[src/rtl/alu_pkg.sv]
// -----------------------------------------------------------------------------
// alu_pkg
// Shared definitions for the ALU arbiter slice.
//   op_e     : 4-bit opcode encoding, ADD=0 .. SHR=9; 10..15 are illegal.
//   state_t  : arbiter FSM state type with ST_IDLE / ST_EXEC / ST_RESP.
//   hex7     : hex digit to seven-segment (gfedcba, active high) decoder
//              used by the ALU display outputs.
// -----------------------------------------------------------------------------
package alu_pkg;

   typedef enum logic [3:0] {
      OP_ADD = 4'd0,
      OP_SUB = 4'd1,
      OP_MUL = 4'd2,
      OP_DIV = 4'd3,
      OP_MOD = 4'd4,
      OP_AND = 4'd5,
      OP_OR  = 4'd6,
      OP_XOR = 4'd7,
      OP_SHL = 4'd8,
      OP_SHR = 4'd9
   } op_e;

   // Highest legal opcode; anything above is rejected by the arbiter.
   localparam logic [3:0] OP_LAST = 4'd9;

   typedef logic [1:0] state_t;

   localparam state_t ST_IDLE = 2'd0;
   localparam state_t ST_EXEC = 2'd1;
   localparam state_t ST_RESP = 2'd2;

   function automatic logic [6:0] hex7(input logic [3:0] v);
      logic [6:0] seg;
      case (v)
         4'h0:    seg = 7'b0111111;
         4'h1:    seg = 7'b0000110;
         4'h2:    seg = 7'b1011011;
         4'h3:    seg = 7'b1001111;
         4'h4:    seg = 7'b1100110;
         4'h5:    seg = 7'b1101101;
         4'h6:    seg = 7'b1111101;
         4'h7:    seg = 7'b0000111;
         4'h8:    seg = 7'b1111111;
         4'h9:    seg = 7'b1101111;
         4'ha:    seg = 7'b1110111;
         4'hb:    seg = 7'b1111100;
         4'hc:    seg = 7'b0111001;
         4'hd:    seg = 7'b1011110;
         4'he:    seg = 7'b1111001;
         default: seg = 7'b1110001;
      endcase
      return seg;
   endfunction

endpackage

[src/rtl/alu_arbiter_alu.sv]
// -----------------------------------------------------------------------------
// alu_arbiter_alu
// Purely combinational n-bit ALU.
//   a_i, b_i   : unsigned operands (n bits)
//   op_i       : opcode (alu_pkg::op_e encoding)
//   result_o   : 2n-bit result. MUL gives the full product; every other
//                operation gives an n-bit value zero-extended.
//   flags_o    : {N,Z,C,V}
//                N = MSB of the meaningful width (bit 2n-1 for MUL, else n-1)
//                Z = whole 2n-bit result is zero
//                C = ADD carry-out, SUB borrow (a<b), MUL high half non-zero,
//                    0 otherwise
//                V = signed overflow for ADD/SUB, 0 otherwise
//   seg_lo_o   : seven-segment image of result bits [3:0]
//   seg_hi_o   : seven-segment image of the top result nibble
// Division or modulo by zero and illegal opcodes yield zero here; rejecting
// them is the arbiter's job.
// -----------------------------------------------------------------------------
module alu_arbiter_alu
   import alu_pkg::*;
#(
   parameter int n = 4
) (
   input  logic [n-1:0]   a_i,
   input  logic [n-1:0]   b_i,
   input  logic [3:0]     op_i,
   output logic [2*n-1:0] result_o,
   output logic [3:0]     flags_o,
   output logic [6:0]     seg_lo_o,
   output logic [6:0]     seg_hi_o
);

   logic [n:0]     sum;
   logic [n:0]     diff;
   logic [2*n-1:0] prod;
   logic [n-1:0]   quot;
   logic [n-1:0]   rem;
   logic [n-1:0]   narrow;
   logic [2*n-1:0] result;
   logic           is_mul;
   logic           flag_n;
   logic           flag_c;
   logic           flag_v;

   assign sum  = {1'b0, a_i} + {1'b0, b_i};
   // Extra top bit of the widened difference is the borrow.
   assign diff = {1'b0, a_i} - {1'b0, b_i};
   assign prod = {{n{1'b0}}, a_i} * {{n{1'b0}}, b_i};
   assign quot = (b_i == '0) ? '0 : a_i / b_i;
   assign rem  = (b_i == '0) ? '0 : a_i % b_i;

   always_comb begin
      narrow = '0;
      is_mul = 1'b0;
      flag_c = 1'b0;
      flag_v = 1'b0;
      case (op_i)
         OP_ADD: begin
            narrow = sum[n-1:0];
            flag_c = sum[n];
            flag_v = (a_i[n-1] == b_i[n-1]) && (sum[n-1] != a_i[n-1]);
         end
         OP_SUB: begin
            narrow = diff[n-1:0];
            flag_c = diff[n];
            flag_v = (a_i[n-1] != b_i[n-1]) && (diff[n-1] != a_i[n-1]);
         end
         OP_MUL: begin
            is_mul = 1'b1;
            flag_c = |prod[2*n-1:n];
         end
         OP_DIV:  narrow = quot;
         OP_MOD:  narrow = rem;
         OP_AND:  narrow = a_i & b_i;
         OP_OR:   narrow = a_i | b_i;
         OP_XOR:  narrow = a_i ^ b_i;
         OP_SHL:  narrow = a_i << b_i;
         OP_SHR:  narrow = a_i >> b_i;
         default: narrow = '0;
      endcase
      result = is_mul ? prod : {{n{1'b0}}, narrow};
      flag_n = is_mul ? result[2*n-1] : result[n-1];
   end

   assign result_o = result;
   assign flags_o  = {flag_n, (result == '0), flag_c, flag_v};
   assign seg_lo_o = hex7(result[3:0]);
   assign seg_hi_o = hex7(result[2*n-1 -: 4]);

endmodule

[src/rtl/alu_arbiter.sv]
// -----------------------------------------------------------------------------
// alu_arbiter
// Two-requester round-robin front end for a single shared ALU.
//   clk, rst_n                  : clock, asynchronous active-low reset
//   req0_* / req1_*             : request channels (valid, ready, a, b, op)
//   rsp_valid / rsp_ready       : response handshake
//   rsp_id                      : which requester owns the response
//   rsp_result, rsp_flags       : captured ALU result and {N,Z,C,V}
//   rsp_err                     : illegal opcode or DIV/MOD by zero
//   dbg_state_o                 : current FSM state (alu_pkg::state_t)
//
// Handshake semantics: a transfer happens on a rising edge where valid and
// ready are both 1. The arbiter raises at most one reqX_ready, only in IDLE,
// only for a requester whose valid is high, and never during reset. The
// response is held unchanged while rsp_valid=1 until rsp_ready=1 is sampled.
//
// Flow: IDLE --accept--> EXEC --(1 cycle)--> RESP --rsp_ready--> IDLE
// -----------------------------------------------------------------------------
module alu_arbiter
   import alu_pkg::*;
#(
   parameter int N = 4
) (
   input  logic           clk,
   input  logic           rst_n,
   input  logic           req0_valid,
   output logic           req0_ready,
   input  logic [N-1:0]   req0_a,
   input  logic [N-1:0]   req0_b,
   input  logic [3:0]     req0_op,
   input  logic           req1_valid,
   output logic           req1_ready,
   input  logic [N-1:0]   req1_a,
   input  logic [N-1:0]   req1_b,
   input  logic [3:0]     req1_op,
   output logic           rsp_valid,
   input  logic           rsp_ready,
   output logic           rsp_id,
   output logic [2*N-1:0] rsp_result,
   output logic [3:0]     rsp_flags,
   output logic           rsp_err,
   output logic [1:0]     dbg_state_o
);

   state_t         state_q;
   state_t         state_d;
   logic           last_q;
   logic [N-1:0]   a_q;
   logic [N-1:0]   b_q;
   logic [3:0]     op_q;
   logic           id_q;
   logic           rsp_valid_q;
   logic           rsp_id_q;
   logic           rsp_err_q;
   logic [2*N-1:0] rsp_result_q;
   logic [3:0]     rsp_flags_q;

   logic           grant_valid;
   logic           grant_id;
   logic           op_err;
   logic [2*N-1:0] alu_result;
   logic [3:0]     alu_flags;

   // Grant selection. last_q holds the index granted most recently, so on
   // contention the other requester wins. Gated by rst_n so no ready leaks
   // out while the block is held in reset.
   always_comb begin
      grant_valid = 1'b0;
      grant_id    = 1'b0;
      if (rst_n && (state_q == ST_IDLE)) begin
         if (req0_valid && req1_valid) begin
            grant_valid = 1'b1;
            grant_id    = ~last_q;
         end else if (req0_valid) begin
            grant_valid = 1'b1;
            grant_id    = 1'b0;
         end else if (req1_valid) begin
            grant_valid = 1'b1;
            grant_id    = 1'b1;
         end
      end
   end

   assign req0_ready = grant_valid & ~grant_id;
   assign req1_ready = grant_valid &  grant_id;

   always_comb begin
      state_d = state_q;
      case (state_q)
         ST_IDLE: if (grant_valid) state_d = ST_EXEC;
         ST_EXEC: state_d = ST_RESP;
         ST_RESP: if (rsp_ready) state_d = ST_IDLE;
         default: state_d = ST_IDLE;
      endcase
   end

   always_ff @(posedge clk or negedge rst_n) begin
      if (!rst_n) begin
         state_q <= ST_IDLE;
      end else begin
         state_q <= state_d;
      end
   end

   // Operand capture and grant history; both change only on an accept, so
   // requester activity after the handshake cannot disturb the operation.
   always_ff @(posedge clk or negedge rst_n) begin
      if (!rst_n) begin
         a_q    <= '0;
         b_q    <= '0;
         op_q   <= '0;
         id_q   <= 1'b0;
         last_q <= 1'b1;
      end else if (grant_valid) begin
         a_q    <= grant_id ? req1_a  : req0_a;
         b_q    <= grant_id ? req1_b  : req0_b;
         op_q   <= grant_id ? req1_op : req0_op;
         id_q   <= grant_id;
         last_q <= grant_id;
      end
   end

   alu_arbiter_alu #(
      .n (N)
   ) u_alu (
      .a_i      (a_q),
      .b_i      (b_q),
      .op_i     (op_q),
      .result_o (alu_result),
      .flags_o  (alu_flags),
      .seg_lo_o (),
      .seg_hi_o ()
   );

   assign op_err = (op_q > OP_LAST) ||
                   (((op_q == OP_DIV) || (op_q == OP_MOD)) && (b_q == '0));

   // Response capture at the end of EXEC; held through RESP until taken.
   // Only rsp_valid drops on the take; the data registers keep their value.
   always_ff @(posedge clk or negedge rst_n) begin
      if (!rst_n) begin
         rsp_valid_q  <= 1'b0;
         rsp_id_q     <= 1'b0;
         rsp_err_q    <= 1'b0;
         rsp_result_q <= '0;
         rsp_flags_q  <= '0;
      end else if (state_q == ST_EXEC) begin
         rsp_valid_q  <= 1'b1;
         rsp_id_q     <= id_q;
         rsp_err_q    <= op_err;
         rsp_result_q <= op_err ? '0 : alu_result;
         rsp_flags_q  <= op_err ? '0 : alu_flags;
      end else if ((state_q == ST_RESP) && rsp_ready) begin
         rsp_valid_q  <= 1'b0;
      end
   end

   assign rsp_valid   = rsp_valid_q;
   assign rsp_id      = rsp_id_q;
   assign rsp_err     = rsp_err_q;
   assign rsp_result  = rsp_result_q;
   assign rsp_flags   = rsp_flags_q;
   assign dbg_state_o = state_q;

endmodule

[config.mk]
export PLATFORM = sky130hd
export DESIGN_NAME = alu_arbiter
export DESIGN_NICKNAME = d
export VERILOG_FILES = /design/src/rtl/alu_pkg.sv /design/src/rtl/alu_arbiter_alu.sv /design/src/rtl/alu_arbiter.sv
export SDC_FILE = /design/constraint.sdc
export NUM_CORES = 1
export LEC_CHECK = 0
export ABC_AREA = 1
export BUFFER_PORTS_ARGS = -buffer_cell sky130_fd_sc_hd__buf_2
export CAP_MARGIN = 0
export CORE_MARGIN = 2
export CORE_UTILIZATION = 40
export CTS_BUF_LIST = sky130_fd_sc_hd__clkbuf_8 sky130_fd_sc_hd__clkbuf_16
export DETAILED_ROUTE_END_ITERATION = 7
export SETUP_SLACK_MARGIN = 0.4
export SLEW_MARGIN = 20
export SYNTH_ARGS = -nofsm -noshare
export SYNTH_HDL_FRONTEND = slang
export SYNTH_SLANG_ARGS = --single-unit
[constraint.sdc]
create_clock -name clk -period 7.2 [get_ports clk]
set_input_delay 1.08 -clock clk [delete_from_list [all_inputs] [get_ports clk]]
set_output_delay 1.08 -clock clk [all_outputs]
set_load 0.005 [all_outputs]
==> impl_metrics.tcl <==
set metrics [dict create \
    drc 0 \
    synth_top_family_by_area "simple AND/OR/NAND/NOR gates" \
    cts_setup_buffers 0 \
    start_kind "register" \
    routed_wl_mm 8.75 \
    boundaryPins 48 \
    crit_arrival_ns 4.95 \
    fmax_mhz 212 \
    avgRoutedWirePerCell_um 13.6 \
    worstPathMaxFanout 13 \
    crit_slowest_cell "dfrtp_1" \
    antenna_found_initial 0 \
    die-area_um2 8770 \
    period_needed_ns 4.72 \
    finalSetupViolCount 0 \
    min_to "rsp_result[6]" \
    root_buffer "clkbuf_8" \
    synthMuxAreaShare_pct 0 \
    cp-end-kind "register" \
    io_buffers 47 \
    cts_tree "yes" \
    hp-start "rsp_result[6]" \
    r2r-end "rsp_flags[2]" \
    status "completed" \
    slowest_delay_ns 0.59 \
    grt_pass1_wl_mm 14.8 \
    slew-limit-headroom_pct 50.6 \
    netlist_area_um2 3220 \
    synthAdderAreaFrac_pct 18.8 \
    initial_core_util_pct 41.4 \
    core_area_um2 7770 \
    critPathTopFamily "simple AND/OR/NAND/NOR gates" \
    skew_ns 0.00610 \
    netlist_instances 490 \
    place_congestion 0.920 \
    cts_buffer_depth 2 \
    synth.avg_cell_area_um2 6.56 \
    synth-compound-area-share_pct 9.46 \
    ys_top_cells_by_area "dfrtp_1 (23%), nand2_1 (19%), ha_1 (14%)" \
    cts-resized-gates 0 \
    cts_made_buffers 5 \
    final_nets 612 \
    synthArstFlopShare_pct 100 \
    dp_slack_ns 2.53 \
    synth_top_cell_by_area "dfrtp_1" \
    hold_path_class "register to register" \
    dr.pass1.iters 5 \
    grt_overflow 0 \
    die_w_um 93.7 \
    ys.flop_type "dfrtp_1" \
    utilization_pct 47.3 \
    clock_latency_ns 0.29 \
    grt_max_degree 33 \
    cap_viol_max_count 0 \
    reg2regPathDepth 31 \
    syn-num-nets 563 \
    htreeDepth 2 \
    die_h_um 93.7 \
    hold_viol 0 \
    drtAntennaViolNets 0 \
    grt_pass1_vias 3095 \
    ys_ff_latch 31 \
    dr.first_iter.drc_count 247 \
    cp_num_buf_inv 5 \
    crit_type "register to register" \
    fin_tns_setup_ns 0 \
    placed_cells 634 \
    cp_data_required_time_ns 7.43 \
    worst_slew_pin_slew_ns 0.741 \
    synthXorXnorAreaFrac_pct 1.36 \
    area_growth_syn_to_layout_pct 14.2 \
    dpl.hpwl_mm 7.03 \
    viasPerCell 5.04 \
    rows 32 \
    drive_gt1_share_pct 13.7 \
    hold_depth 2 \
    antenna_cells 0 \
    crit_start "b_q[0]" \
    path_clk_slew_ns 0.07 \
    yosysSeqAreaShare_pct 24.2 \
    grt_usage_pct 21.4 \
    finalCritPeriodShare_pct 65.5 \
    hold_buffers 0 \
    yosys.area.top_type_share_pct 23.3 \
    ys_types 32 \
    yosysWarnings 0 \
    crit-reg2reg-launch "b_q[0]" \
    vias 3238 \
    grt_setup_unrepaired "no" \
    synth-simple-area-share_pct 36.0 \
    fin_cells 642 \
    slew_violations 0 \
    setup_ws_ns 2.48 \
    synth-edff-count 0 \
    crit_path_frequent_cell "nand2_1" \
    clock_sinks 31 \
    rrSetupSlack_ns 2.48 \
]
[worst max-delay path by stage]
stage,cells past startpoint,slack [ns],endpoint
2_1_floorplan,30,3.13,rsp_flags[2]
3_3_place_gp,28,2.82,rsp_flags[2]
3_5_place_dp,31,2.53,rsp_flags[2]
4_1_cts,31,2.51,rsp_flags[2]
5_1_grt,31,1.98,rsp_flags[2]
6_report,31,2.48,rsp_flags[2]
[registers in the layout (all words and copies together) (netlist names)]
register and flops:
a_q 4, b_q 4, dbg_state_o 2, id_q 1, last_q 1, op_q 4, rsp_err 1, rsp_flags 4
rsp_id 1, rsp_result 8, rsp_valid 1
[worst reg2reg max path, delay by kind of cell (launching register included)]
family                   cells  cell delay (ns)
AO/OA/AOI/OAI                2             0.41
AND/OR/NAND/NOR             20             1.86
adder cells (fa/ha/maj)      4             1.33
buffers and inverters        5             0.49
flip-flops                   1             0.59
[routing by layer]
metal,share of wire (%),track usage (%),up-vias
li1,-,-,1650
met1,47,29.1,1481
met2,47,36.3,92
met3,4.8,2.97,15
met4,1.2,4.23,0
met5,0,0,-
[stage by stage]
step | instance area (um2) | hold slack (ns)
6_report | 3670 | 0.474
5_1_grt | 3670 | 0.511
4_1_cts | 3670 | 0.482
3_5_place_dp | 3550 | 0.463
3_3_place_gp | 3550 | 0.454
2_1_floorplan | 3220 | 0.454
[cell type report]
cell class,count,area (um2)
Clock buffer,6,82.6
Multi-Input combinational cell,374,2110
Clock inverter,2,35.0
Fill cell,849,4100
Tap cell,102,128
Timing Repair Buffer,49,250
Inverter,78,293
Sequential cell,31,777
[synthesized netlist by cell type (all sizes together), types with 3 or more instances]
cell	instances
a21oi	14
buf	5
dfrtp	30
fa	7
ha	37
inv	77
nand2	167
nand3	49
nand4	5
nor2	48
nor3	3
o211ai	13
o21ai	16
xnor2	5
[cells by family after synthesis]
| family | Yosys count |
|---|---|
| simple gates | 276 |
| buf+inv | 85 |
| compound gates | 49 |
| fa+ha+maj | 44 |
| flops | 31 |
| xor+xnor | 5 |
[placed cells by master, fill, tap and decap left out, drive strengths merged]
master,synthesis,layout
a32o,1,1
inv,77,77
a31oi,1,1
a21boi,1,1
bufinv,0,1
dfrtp,30,30
buf,5,49
nand2,167,167
nand3b,2,2
fa,7,7
clkinv,1,2
nand3,49,49
dfstp,1,1
xnor2,5,5
nand4,5,5
ha,37,37
nor2,48,48
a21oi,14,14
o2bb2ai,1,1
a21o,1,1
o21ai,16,16
o211ai,13,13
nor3,3,3
clkbuf,2,6
a211oi,1,1
or2,2,2
Power is not shown: default switching activity piles up to over one toggle a cycle in this logic, so the estimate is an artifact.
